--- src/rtl/slice_join_router.sv ---
// slice_join_router
//   Joins a payload channel and an address channel from the slicer into one
//   packet, queues packets in an in-order FIFO, and presents the FIFO head to
//   four output ports. The port is selected by addr[1:0]. Delivery is strictly
//   in order: a blocked head stalls every packet behind it.
//
// Parameters
//   FIFO_DEPTH  packet FIFO entries (2, 4, 8 or 16)
//
// Ports
//   clk, rst_n                     clock, asynchronous active-low reset
//   data_in/data_valid/data_ready  7-bit payload channel
//   addr_in/addr_valid/addr_ready  4-bit address channel
//   out_data, out_addr             FIFO head, shared by all output ports
//   out_valid[3:0], out_ready[3:0] one-hot per-port valid, per-port accept
//   fifo_count                     occupied FIFO entries
//   pkt_count                      delivered packets (statistics build only)
//
// Build option
//   SLICE_JOIN_ROUTER_STATS_EN  enables the saturating delivered-packet counter;
//                               when undefined, pkt_count is tied to zero.

module slice_join_router #(
  parameter int unsigned FIFO_DEPTH = 4
) (
  input  logic                        clk,
  input  logic                        rst_n,
  input  logic [6:0]                  data_in,
  input  logic                        data_valid,
  output logic                        data_ready,
  input  logic [3:0]                  addr_in,
  input  logic                        addr_valid,
  output logic                        addr_ready,
  output logic [6:0]                  out_data,
  output logic [3:0]                  out_addr,
  output logic [3:0]                  out_valid,
  input  logic [3:0]                  out_ready,
  output logic [$clog2(FIFO_DEPTH):0] fifo_count,
  output logic [15:0]                 pkt_count
);

  localparam int unsigned AW = $clog2(FIFO_DEPTH);
  localparam int unsigned CW = AW + 1;

  logic [6:0]    data_hold_q;
  logic          data_full_q;
  logic [3:0]    addr_hold_q;
  logic          addr_full_q;

  logic [10:0]   mem_q [FIFO_DEPTH];
  logic [AW-1:0] wptr_q, rptr_q;
  logic [CW-1:0] count_q;

  logic          fifo_full, fifo_empty;
  logic          push, pop;
  logic          data_fire, addr_fire;
  logic [10:0]   head;
  logic [1:0]    head_port;

  assign fifo_full  = (count_q == CW'(FIFO_DEPTH));
  assign fifo_empty = (count_q == '0);

  // Push depends only on registered state, so ready never depends on valid.
  assign push       = data_full_q && addr_full_q && !fifo_full;
  assign data_ready = !data_full_q || push;
  assign addr_ready = !addr_full_q || push;
  assign data_fire  = data_valid && data_ready;
  assign addr_fire  = addr_valid && addr_ready;

  assign head       = mem_q[rptr_q];
  assign head_port  = head[8:7];
  assign out_data   = head[6:0];
  assign out_addr   = head[10:7];
  // Only the head's own port can pop it; other ready bits are ignored.
  assign pop        = !fifo_empty && out_ready[head_port];
  assign fifo_count = count_q;

  always_comb begin
    out_valid = 4'b0000;
    if (!fifo_empty) out_valid[head_port] = 1'b1;
  end

  // Hold registers: a same-edge refill wins over the clear from push.
  always_ff @(posedge clk or negedge rst_n) begin
    if (!rst_n) begin
      data_hold_q <= '0;
      data_full_q <= 1'b0;
      addr_hold_q <= '0;
      addr_full_q <= 1'b0;
    end else begin
      if (data_fire) begin
        data_hold_q <= data_in;
        data_full_q <= 1'b1;
      end else if (push) begin
        data_full_q <= 1'b0;
      end
      if (addr_fire) begin
        addr_hold_q <= addr_in;
        addr_full_q <= 1'b1;
      end else if (push) begin
        addr_full_q <= 1'b0;
      end
    end
  end

  // Storage needs no reset: entries are only read while counted as occupied.
  always_ff @(posedge clk) begin
    if (push) mem_q[wptr_q] <= {addr_hold_q, data_hold_q};
  end

  always_ff @(posedge clk or negedge rst_n) begin
    if (!rst_n) begin
      wptr_q  <= '0;
      rptr_q  <= '0;
      count_q <= '0;
    end else begin
      if (push) wptr_q <= (wptr_q == AW'(FIFO_DEPTH - 1)) ? '0 : wptr_q + AW'(1);
      if (pop)  rptr_q <= (rptr_q == AW'(FIFO_DEPTH - 1)) ? '0 : rptr_q + AW'(1);
      unique case ({push, pop})
        2'b10:   count_q <= count_q + CW'(1);
        2'b01:   count_q <= count_q - CW'(1);
        default: count_q <= count_q;
      endcase
    end
  end

`ifdef SLICE_JOIN_ROUTER_STATS_EN
  logic [15:0] pkt_q;

  always_ff @(posedge clk or negedge rst_n) begin
    if (!rst_n) begin
      pkt_q <= '0;
    end else if (pop && (pkt_q != 16'hFFFF)) begin
      pkt_q <= pkt_q + 16'd1;
    end
  end

  assign pkt_count = pkt_q;
`else
  assign pkt_count = 16'h0000;
`endif

endmodule

--- config.mk ---
export PLATFORM = sky130hd
export DESIGN_NAME = slice_join_router
export DESIGN_NICKNAME = d
export VERILOG_FILES = /design/src/rtl/slice_join_router.sv
export SDC_FILE = /design/constraint.sdc
export NUM_CORES = 1
export LEC_CHECK = 0
export CORE_AREA = 4 4 88 65
export CTS_BUF_LIST = sky130_fd_sc_hd__clkbuf_4
export DETAILED_ROUTE_END_ITERATION = 10
export DIE_AREA = 0 0 92 69
export GPL_ROUTABILITY_DRIVEN = 0
export PLACE_DENSITY = 0.93
export SLEW_MARGIN = 40
export SYNTH_ARGS = -nofsm -noshare
export SYNTH_HDL_FRONTEND = slang
export SYNTH_SLANG_ARGS = --single-unit
export TNS_END_PERCENT = 30
--- constraint.sdc ---
create_clock -name clk -period 4.8 [get_ports clk]
set_input_delay 0.96 -clock clk [delete_from_list [all_inputs] [get_ports clk]]
set_output_delay 0.96 -clock clk [all_outputs]
set_load 0.1 [all_outputs]
Word-level counts from Yosys, hierarchy flattened
Memories as Yosys holds them, arrays and structs flattened.
Index checks and enable logic that the tools add are counted.
{"block": "op_classes", "add_sub_neg": 4, "n_mux": 13, "n_reduce_logical": 16, "n_lt_le_gt_ge": 2, "eq_ne": 5}
{"op": "$mux 1", "n": 7}
{"op": "$eq 2x2->1 const B", "n": 3}
{"op": "$logic_and 1x1->1", "n": 6}
{"op": "$pmux 3 s2", "n": 1}
{"op": "$reduce_bool 2->1", "n": 3}
{"op": "$add 2x1->2 const B", "n": 2}
{"op": "$logic_not 1->1", "n": 4}
{"op": "$mux 2", "n": 2}
{"op": "$mux 4", "n": 1}
{"op": "$add 3x1->3 const B", "n": 1}
{"op": "$eq 3x3->1 const B", "n": 1}
{"op": "$logic_not 3->1", "n": 1}
{"op": "$lt 2x3->1 const B", "n": 1}
{"op": "$sub 3x1->3 const B", "n": 1}
{"op": "$bmux 1 s2", "n": 1}
{"op": "$demux 1 s2", "n": 1}
{"op": "$eq 2x1->1 const B", "n": 1}
{"op": "$ge 2x1->1 const B", "n": 1}
{"op": "$logic_or 1x1->1", "n": 2}
{"block": "totals", "memories": 1, "out_inout_bits": 36, "mem_bits_rw": 44, "word_cells": 48, "register_bits": 20}
{"memory": "mem_q", "depth": 4, "width": 11, "rd": 1, "rd_clocked_by_memory_dff": 0, "wr": 1, "line": "50", "rtl": "logic [10:0] mem_q [FIFO_DEPTH];"}

Depth between registers and ports, before layout
{"block": "logic_depth", "word_depth": 6, "ltp_mapped": 9, "ltp_nobuf": 9}

Worst setup path after synthesis
Ideal clock, no wire load.
{"block": "synth_path", "kind": "register to output", "start": "reg rptr_q[0]", "end": "out out_valid[0]", "stages_incl_launch_ff": 4, "arrival_ps": 2870, "t_required_ps": 3840, "setup_slack_ps": 970, "path_buffers": 0, "cell_sequence": "dfrtp_1 -> mux4_2 -> or2_1 -> nor2_1"}
{"block": "synth_via", "elab_chain_len": 6, "word_cells_on_any_way": 7}
{"element": "start: declaration", "line": "51", "rtl": "logic [AW-1:0] wptr_q, rptr_q;"}
{"element": "start signal: assignment", "line": "118", "rtl": "if (pop) rptr_q <= (rptr_q == AW'(FIFO_DEPTH - 1)) ? '0 : rptr_q + AW'(1);"}
{"element": "$mem_v2 4x11 *"}
{"element": "via out_addr[0]", "line": "35", "rtl": "output logic [3:0] out_addr,"}
{"element": "$lt 2x3->1 (not written as such) or $ge 2x1->1 (tied branches)", "line": "80", "rtl": "if (!fifo_empty) out_valid[head_port] = 1'b1;"}
{"element": "$logic_and 1x1->1 (not written as such)", "line": "80"}
{"element": "$mux 1 (not written as such)", "line": "80"}
{"element": "$demux 1 s2 *", "line": "80"}
{"element": "$mux 4 *", "line": "80"}
{"element": "end: declaration", "line": "36", "rtl": "output logic [3:0] out_valid,"}
The timed path passes the listed nets; every way through them passes the cells marked *.

Worst setup path in the final report
{"block": "layout_path", "start": "reg rptr_q[0]", "end": "out out_valid[2]"}
{"block": "layout_via", "elab_chain_len": 6, "word_cells_on_any_way": 7}
{"element": "$mem_v2 4x11 *"}
{"element": "$lt 2x3->1 (not written as such) or $ge 2x1->1 (tied branches)", "line": "80"}
{"element": "$logic_and 1x1->1 (not written as such)", "line": "80"}
{"element": "$mux 1 (not written as such)", "line": "80"}
{"element": "$demux 1 s2 *", "line": "80"}
{"element": "$mux 4 *", "line": "80"}
Mark *: on every way between the ends. The rest lies on a longest branch, timed or not.

==> flow_summary.json <==
{
  "grt_pass1_wl_mm": 7.334,
  "grt_usage": 0.1599,
  "io_pins": 55,
  "layout_common_cells": "edfxtp_1 (44), dfrtp_1 (19), buf_2 (18)",
  "hold_violations": 0,
  "grt_pass1_vias": 1415,
  "slew_headroom": 0.5278,
  "yosysTopAreaCellShare": 0.4918,
  "cts-hold-fix-buffers": 0,
  "finalSetupViolCount": 0,
  "synth_area_leaders": "edfxtp_1 (49%), dfrtp_1 (19%), mux4_2 (9.2%)",
  "drt-initial-drc-count": 64,
  "cts_sinks": 64,
  "period_minus_slack_ps": 3297,
  "fin_ws_ps": 1503,
  "synth-compound-area-share": 0.01211,
  "synthMuxAreaShare": 0.1607,
  "worst_pin_slew_ps": 702.8,
  "drive_gt1_frac": 0.2899,
  "cp_max_fo": 14,
  "hold_slack_ps": 509.1,
  "overflow": 0,
  "crit_chain": "mux4_2, or2_1, nor2_1, buf_4",
  "synth_flop_cell": "edfxtp_1",
  "max_freq_ghz": 0.3033,
  "grt_setup_unrepaired": "false",
  "first_pass_iters": 4,
  "cts_tree": "done",
  "rows": 21,
  "async_flop_share": 0.3125,
  "synth-xor-area-share": 0.009781,
  "pre_cts_ws_ps": 1508,
  "yosys_warnings": 0,
  "wl_per_cell_um": 16.25,
  "coreArea_sq_um": 4782,
  "final_common_cell": "edfxtp_1",
  "clkTransAtPathRegs_ps": 100,
  "critical_path_class": "register to output port",
  "yosysSeqAreaShare": 0.6782,
  "slowest_delay_ps": 650,
  "fin_nets": 228,
  "synthesis.area_sq_um": 2686,
  "nFillCells": 346,
  "numCtsBuffers": 9,
  "syn_to_final_growth_pct": 14.95,
  "worst_skew_pair.late_latency_ps": 400,
  "synthSimpleGateAreaFrac": 0.04052,
  "hpwl_mm": 3.199,
  "min_path_type": "input pin to asynchronous set/reset pin",
  "cap_viol_max_count": 0,
  "synth_cells": 156,
  "diodes": 0,
  "vias_per_cell": 4.946,
  "initial_core_util": 0.5617,
  "crit_required_ps": 3840,
  "post_cts_buffers": 0,
  "critPathLaunchType": "register",
  "multi_input_area_sq_um": 754.5,
  "synth_top_area_cell": "edfxtp_1",
  "final.setup.tns_ps": 0,
  "die_h_um": 69,
  "cts_resized": 0,
  "antenna_found_initial": 0,
  "synth-adder-area-share": 0.03540,
  "synth_top_family_by_area": "multiplexers",
  "rr_worst_depth": 9,
  "synth.avg_cell_area_sq_um": 17.22,
  "htreeDepth": 3,
  "post-route-period-util": 0.6869,
  "ff_latch_area_sq_um": 1823,
  "grt_max_degree": 21,
  "routed_wl_mm": 4.486,
  "crit_slowest_cell": "dfrtp_2",
  "drv_slew": 0,
  "cp-end-kind": "output port",
  "dr_total_vias": 1365,
  "fin_skew_ps": 13.70,
  "clockBufferDepth": 2,
  "outcome": "completed",
  "cts_root_buf": "clkbuf_4",
  "die_width_um": 92,
  "numPortBuffers": 38,
  "drc": 0,
  "cp.arrival_ps": 2340,
  "ys_ff_latch": 64,
  "ant_nets": 0,
  "synth-edff-count": 44,
  "ys_types": 25,
  "dieArea_sq_um": 6348
}
cell type report:
cell class | count | share of cell area
well taps | 69 | 0.02796
flip-flops and latches | 64 | 0.5904
inverters | 9 | 0.01094
repair buffers | 38 | 0.09157
clock buffers | 11 | 0.02674
multi-input cells | 80 | 0.2443
clock inverters | 5 | 0.008104
synth_stat cells, drive strengths merged, types with 2 or more instances:
cell    number
nor3         2
mux2        13
ha           6
and2         4
mux4        11
dfrtp       20
nand2b       3
nand2        4
edfxtp      44
mux2i        3
xor2         2
o21ai        4
buf         18
nor2         7
inv          9
flip-flops by register name (all words and copies together), names as in the netlist:
signal       cells
addr_full_q      1
wptr_q           2
mem_q           44
addr_hold_q      4
data_hold_q      7
data_full_q      1
fifo_count       3
rptr_q           2
stage by stage:
| step | instance area [sq um] | util | cells |
|---|---|---|---|
| floorplan | 2743 | - | 171 |
| finish | 3088 | 0.6457 | 276 |
| global placement | 3069 | 0.6418 | 260 |
| detailed placement | 2979 | 0.6230 | 260 |
| global route | 3088 | 0.6457 | 276 |
| CTS | 3087 | 0.6455 | 276 |
worst paths after layout:
kind,startpoint,to,slack (ps)
worst max-delay path,rptr_q[0],out_valid[2],1500
worst min-delay path,rst_n,rptr_q[1],510
worst max register to register,rptr_q[0],fifo_count[2],1770
worst min register to register,data_hold_q[6],mem_q[3][6],520
max in group asynchronous,rst_n,rptr_q[0],3940
min in group clk,data_hold_q[6],mem_q[3][6],520
metal layers:
metal / track usage / vias up / part of all wire
met5: 0 / - / 0
met3: 0.07065 / 11 / 0.061
met2: 0.2605 / 45 / 0.54
met1: 0.1835 / 677 / 0.38
met4: 0.06919 / 0 / 0.025
li1: - / 632 / -
worst max-delay path, delay by kind of cell, from the launching register on:
kind	cells	cell delay, ps
mux	1	590
flops	1	650
buf+inv	1	300
simple gates	2	390
logic make-up (layout without fill, tap and decap cells):
kind of cell	count (synthesis)	count (layout)
flops	64	64
compound gates	5	5
other cells	1	16
xor+xnor	3	3
simple gates	22	22
fa+ha+maj	7	7
mux	27	27
buf+inv	27	63
Power is not shown: default switching activity piles up to over one toggle a cycle in this logic, so the estimate is an artifact.
